<file path="src/rtl/uart_pkg.sv">
// Shared UART constants used by uart_rx, uart_tx and the receive FIFO.
package uart_pkg;

    localparam int UART_BYTE_W   = 8;
    localparam int RX_FIFO_DEPTH = 16;
    localparam int RX_FIFO_AW    = $clog2(RX_FIFO_DEPTH);

endpackage

</file>
<file path="src/rtl/uart_fifo_mem.sv">
// Simple dual-port storage: synchronous write, combinational read.
module uart_fifo_mem #(
    parameter int DEPTH = 16,
    parameter int WIDTH = 8,
    parameter int AW    = $clog2(DEPTH)
) (
    input  logic             clk,
    input  logic             wr_en,
    input  logic [AW-1:0]    wr_addr,
    input  logic [WIDTH-1:0] wr_data,
    input  logic [AW-1:0]    rd_addr,
    output logic [WIDTH-1:0] rd_data
);

    logic [WIDTH-1:0] mem [DEPTH];

    // Store the incoming byte; contents are intentionally left uninitialised.
    always_ff @(posedge clk) begin
        if (wr_en) begin
            mem[wr_addr] <= wr_data;
        end
    end

    // Head entry is visible immediately so the FIFO can fall through.
    always_comb begin
        rd_data = mem[rd_addr];
    end

endmodule

</file>
<file path="src/rtl/uart_rx_fifo.sv">
// Receive-side FWFT byte buffer between uart_rx and the consumer, with a
// sticky overflow flag for bytes dropped while full.
module uart_rx_fifo
    import uart_pkg::*;
#(
    parameter int DEPTH = RX_FIFO_DEPTH,
    parameter int WIDTH = UART_BYTE_W,
    parameter int AW    = $clog2(DEPTH)
) (
    input  logic             clk,
    input  logic             reset,
    input  logic             we,
    input  logic [WIDTH-1:0] data_in,
    input  logic             rd_en,
    output logic [WIDTH-1:0] data_out,
    output logic             empty,
    output logic             full,
    output logic [AW:0]      count,
    output logic             overflow,
    input  logic             clr_ovf
);

    logic [AW-1:0]    wr_ptr;
    logic [AW-1:0]    rd_ptr;
    logic [WIDTH-1:0] head;
    logic             wr_acc;
    logic             rd_acc;
    logic             drop;

    // Accept decisions; a write into a full buffer succeeds only if the
    // head is leaving on the same edge, which frees exactly its slot.
    always_comb begin
        empty  = (count == '0);
        full   = (count == (AW+1)'(DEPTH));
        wr_acc = we && (!full || rd_en);
        rd_acc = rd_en && !empty;
        drop   = we && full && !rd_en;
    end

    uart_fifo_mem #(
        .DEPTH (DEPTH),
        .WIDTH (WIDTH),
        .AW    (AW)
    ) u_mem (
        .clk     (clk),
        .wr_en   (wr_acc),
        .wr_addr (wr_ptr),
        .wr_data (data_in),
        .rd_addr (rd_ptr),
        .rd_data (head)
    );

    // Pointers wrap naturally; count moves only when exactly one side is accepted.
    always_ff @(posedge clk or negedge reset) begin
        if (!reset) begin
            wr_ptr <= '0;
            rd_ptr <= '0;
            count  <= '0;
        end else begin
            if (wr_acc) begin
                wr_ptr <= wr_ptr + 1'b1;
            end
            if (rd_acc) begin
                rd_ptr <= rd_ptr + 1'b1;
            end
            case ({wr_acc, rd_acc})
                2'b10:   count <= count + 1'b1;
                2'b01:   count <= count - 1'b1;
                default: count <= count;
            endcase
        end
    end

    // Sticky overflow; a new drop takes priority over a clear in the same cycle.
    always_ff @(posedge clk or negedge reset) begin
        if (!reset) begin
            overflow <= 1'b0;
        end else if (drop) begin
            overflow <= 1'b1;
        end else if (clr_ovf) begin
            overflow <= 1'b0;
        end
    end

    // Stale RAM contents never leak out while the buffer is empty.
    always_comb begin
        data_out = empty ? '0 : head;
    end

endmodule

</file>
<file path="config.mk">
export PLATFORM = sky130hd
export DESIGN_NAME = uart_rx_fifo
export DESIGN_NICKNAME = d
export VERILOG_FILES = /design/src/rtl/uart_pkg.sv /design/src/rtl/uart_fifo_mem.sv /design/src/rtl/uart_rx_fifo.sv
export SDC_FILE = /design/constraint.sdc
export NUM_CORES = 1
export LEC_CHECK = 0
export ABC_AREA = 1
export CELL_PAD_IN_SITES_DETAIL_PLACEMENT = 1
export CELL_PAD_IN_SITES_GLOBAL_PLACEMENT = 1
export CORE_MARGIN = 2
export CORE_UTILIZATION = 47
export DETAILED_ROUTE_END_ITERATION = 6
export HOLD_SLACK_MARGIN = 0.05
export PLACE_DENSITY_LB_ADDON = 0.1
export SKIP_LAST_GASP = 1
export SYNTH_ARGS = -nofsm -noshare
export SYNTH_HDL_FRONTEND = slang
export SYNTH_SLANG_ARGS = --single-unit
</file>
<file path="constraint.sdc">
create_clock -name clk -period 3.2 [get_ports clk]
set_input_delay 0.32 -clock clk [delete_from_list [all_inputs] [get_ports clk]]
set_output_delay 0.32 -clock clk [all_outputs]
set_load 0.01 [all_outputs]
</file>
==> flow_metrics.env <==
export IMPL_crit_path_end_kind="output port"
export IMPL_via_count=4154
export IMPL_die_h_um=117.9
export IMPL_power_density_mw_per_mm2=977.5
export IMPL_rows=41
export IMPL_ys_flop_type="edfxtp_1"
export IMPL_avgSynthCellArea_sq_um=11.23
export IMPL_grt_pass1_vias=4324
export IMPL_post_route_min_period_ns=2.995
export IMPL_nFillCells=1338
export IMPL_final_util=0.5708
export IMPL_synth_area_mux_share=0
export IMPL_synth_top_family_by_area="simple AND/OR/NAND/NOR gates"
export IMPL_areaGrowthSynthToFinish_pct=18.17
export IMPL_netlist_area_sq_mm=0.006096
export IMPL_crit_slowest_cell="clkdlybuf4s50_1"
export IMPL_drv_cap=0
export IMPL_clk_latency_ns=0.43
export IMPL_ys_seq_area_frac=0.6880
export IMPL_drive_above_1_share=0.09060
export IMPL_synth_seq_cells=142
export IMPL_grt_max_degree=65
export IMPL_synthXorXnorAreaFrac=0.01149
export IMPL_dp_slack_ns=0.5974
export IMPL_gp_congestion=0.8280
export IMPL_yosys_area_share_adder=0.01847
export IMPL_path_class="flop to output port"
export IMPL_synthSimpleGateAreaFrac=0.2217
export IMPL_firstDrtPassIters=4
export IMPL_slew_limit_headroom=0.4177
export IMPL_syn_inst=543
export IMPL_cts_setup_buffers=0
export IMPL_clock_root_buffer="clkbuf_16"
export IMPL_dp_hpwl_mm=10.22
export IMPL_async_flop_share=0.09859
export IMPL_synth_cell_type_count=27
export IMPL_crit_fanout=32
export IMPL_grt_pass1_wl_mm=25.29
export IMPL_nets=608
export IMPL_ant_nets=0
export IMPL_dieArea_sq_mm=0.01390
export IMPL_floorplan_initialDensity=0.4830
export IMPL_synth_nets=565
export IMPL_drt_initial_drc_count=380
export IMPL_crit_chain="inv_2, buf_12, nand2_1, nand3_1, nand3_1, nand2_1, nand2_1, a21oi_1, clkdlybuf4s50_1"
export IMPL_drc_errors=0
export IMPL_finish_instance_area_sq_mm=0.007203
export IMPL_synth_compound_area_frac=0.01929
export IMPL_p_leak_nw=2.764
export IMPL_path_clk_slew_ns=0.06
export IMPL_status="complete, no violations"
export IMPL_viasPerCell=5.409
export IMPL_crit_arrival_ns=2.67
export IMPL_worst_slew_pin_slew_ns=0.8707
export IMPL_setup_viol=0
export IMPL_critPathLaunchType="flop"
export IMPL_hold_viol=0
export IMPL_ir_drop_v=0.0003888
export IMPL_crit_top_cell="nand2_1"
export IMPL_place_area_sq_mm=0.006596
export IMPL_cts_buffers_inserted=17
export IMPL_pin_count=29
export IMPL_period_share=0.9359
export IMPL_setup_slack_ns=0.2050
export IMPL_port_buffers=28
export IMPL_min_delay_path_class="input pin to asynchronous set/reset pin"
export IMPL_die_w_um=117.9
export IMPL_tns_ns=0
export IMPL_dp_cells=738
export IMPL_fin_cells=768
export IMPL_grt_remaining_overflow=0
export IMPL_synth_edf_count=128
export IMPL_antenna_cells=0
export IMPL_post_cts_resized=0
export IMPL_required_ns=2.88
export IMPL_clock_skew_ns=0.007972
export IMPL_slowest_delay_ns=0.58
export IMPL_antenna_found_initial=0
export IMPL_clock_sinks=142
export IMPL_tritoncts="done"
export IMPL_gr_usage_all_layers=0.2463
export IMPL_fmax_mhz=333.9
export IMPL_drv_slew=0
export IMPL_htreeDepth=4
export IMPL_core_sq_mm=0.01262
export IMPL_synth_yosys_warnings=0
export IMPL_wl_per_cell_um=21.24
export IMPL_drt_total_wl_mm=16.31
export IMPL_clockBufferDepth=2
export IMPL_rsz0062_at_grt="false"
-- worst paths after layout --
kind,startpoint,slack [ns],end,cells past startpoint
max,rd_ptr[0]$_DFFE_PN0P_,0.21,data_out[0],9
min,reset,0.33,count[4]$_DFFE_PN0P_,1
max reg2reg,count[0]$_DFFE_PN0P_,0.46,count[4]$_DFFE_PN0P_,15
min reg2reg,overflow$_DFFE_PN0P_,0.57,overflow$_DFFE_PN0P_,2
max in group asynchronous,reset,2.37,rd_ptr[0]$_DFFE_PN0P_,1
min in group clk,clr_ovf,0.48,overflow$_DFFE_PN0P_,2
-- Yosys cell counts, types with 5 or more instances --
cell type,count,area [sq um]
edfxtp_1,128,3844
dfrtp_1,14,350.3
buf_6,5,56.30
buf_2,8,40.04
buf_4,8,60.06
a21oi_1,9,45.04
xor2_1,6,52.55
o21ai_0,5,25.02
nand2_1,189,709.4
ha_1,9,112.6
inv_1,17,63.81
nand3_1,107,535.5
nor2_1,16,60.06
-- cell usage in the layout (no fill, tap or decap), drive strengths merged --
master,count
xor2,6
edfxtp,128
buf,20
a21oi,10
nand3,108
o22ai,1
inv,19
nor2,19
clkinv,7
ha,9
nand2,191
dfrtp,14
clkdlybuf4s50,28
xnor2,2
o21ai,7
clkbuf,21
bufinv,4
a21o,1
o21bai,1
-- area by class of cell --
cell class | count | area [sq um] | share of cell area
tap | 172 | 215.2 | 0.02988
timing repair buffer | 49 | 480.5 | 0.06670
multi-input combinational | 355 | 1652 | 0.2293
clock buffer | 20 | 436.7 | 0.06062
clock inverter | 9 | 145.1 | 0.02015
sequential | 142 | 4195 | 0.5824
inverter | 21 | 78.83 | 0.01094
-- cell families (layout without fill, tap and decap cells) --
kind of cell	Yosys count	in the layout
simple gates	318	318
fa+ha+maj	9	9
buf+inv	46	99
compound gates	20	20
flops	142	142
xor+xnor	8	8
-- report_power, final --
part,internal [mW],total [mW],switching [mW],leakage [nW]
clock network,1.28,1.99,0.713,0.282
logic,0.947,2.57,1.63,1.15
registers,2.26,2.47,0.209,1.33
-- per-layer routing --
metal | track usage | wire length, um | vias to the layer above
li1 | - | - | 1949
met1 | 0.3427 | 7469 | 2114
met2 | 0.3866 | 8001 | 72
met3 | 0.05281 | 588 | 19
met4 | 0.08283 | 252 | 0
met5 | 0 | 0 | -
-- sequential cells by signal, summed over array words and instances, names as in the netlist --
signal	cells
u_mem.mem	128
count	5
overflow	1
wr_ptr	4
rd_ptr	4
-- per-stage QoR --
stage | total power [mW] | hold WS (ns)
6_report | 7.041 | 0.3253
5_1_grt | 7.436 | 0.3785
4_1_cts | 7.042 | 0.3277
3_5_place_dp | 5.023 | 0.5512
3_3_place_gp | 4.934 | 0.5215
2_1_floorplan | 4.045 | 0.02441
-- timing repair --
item,in CTS,in global routing
endpoints found under the hold margin,0,0
endpoints found under the setup margin,0,2
hold buffers,0,0
-- worst max-delay path, delay by kind of cell, from the launching register on --
kind / cells / cell delay [ns]
flip-flops: 1 / 0.57
buffers and inverters: 3 / 0.98
AND/OR/NAND/NOR: 5 / 0.46
AO/OA/AOI/OAI: 1 / 0.22
No activity file was read; power rests on OpenSTA's default activity.
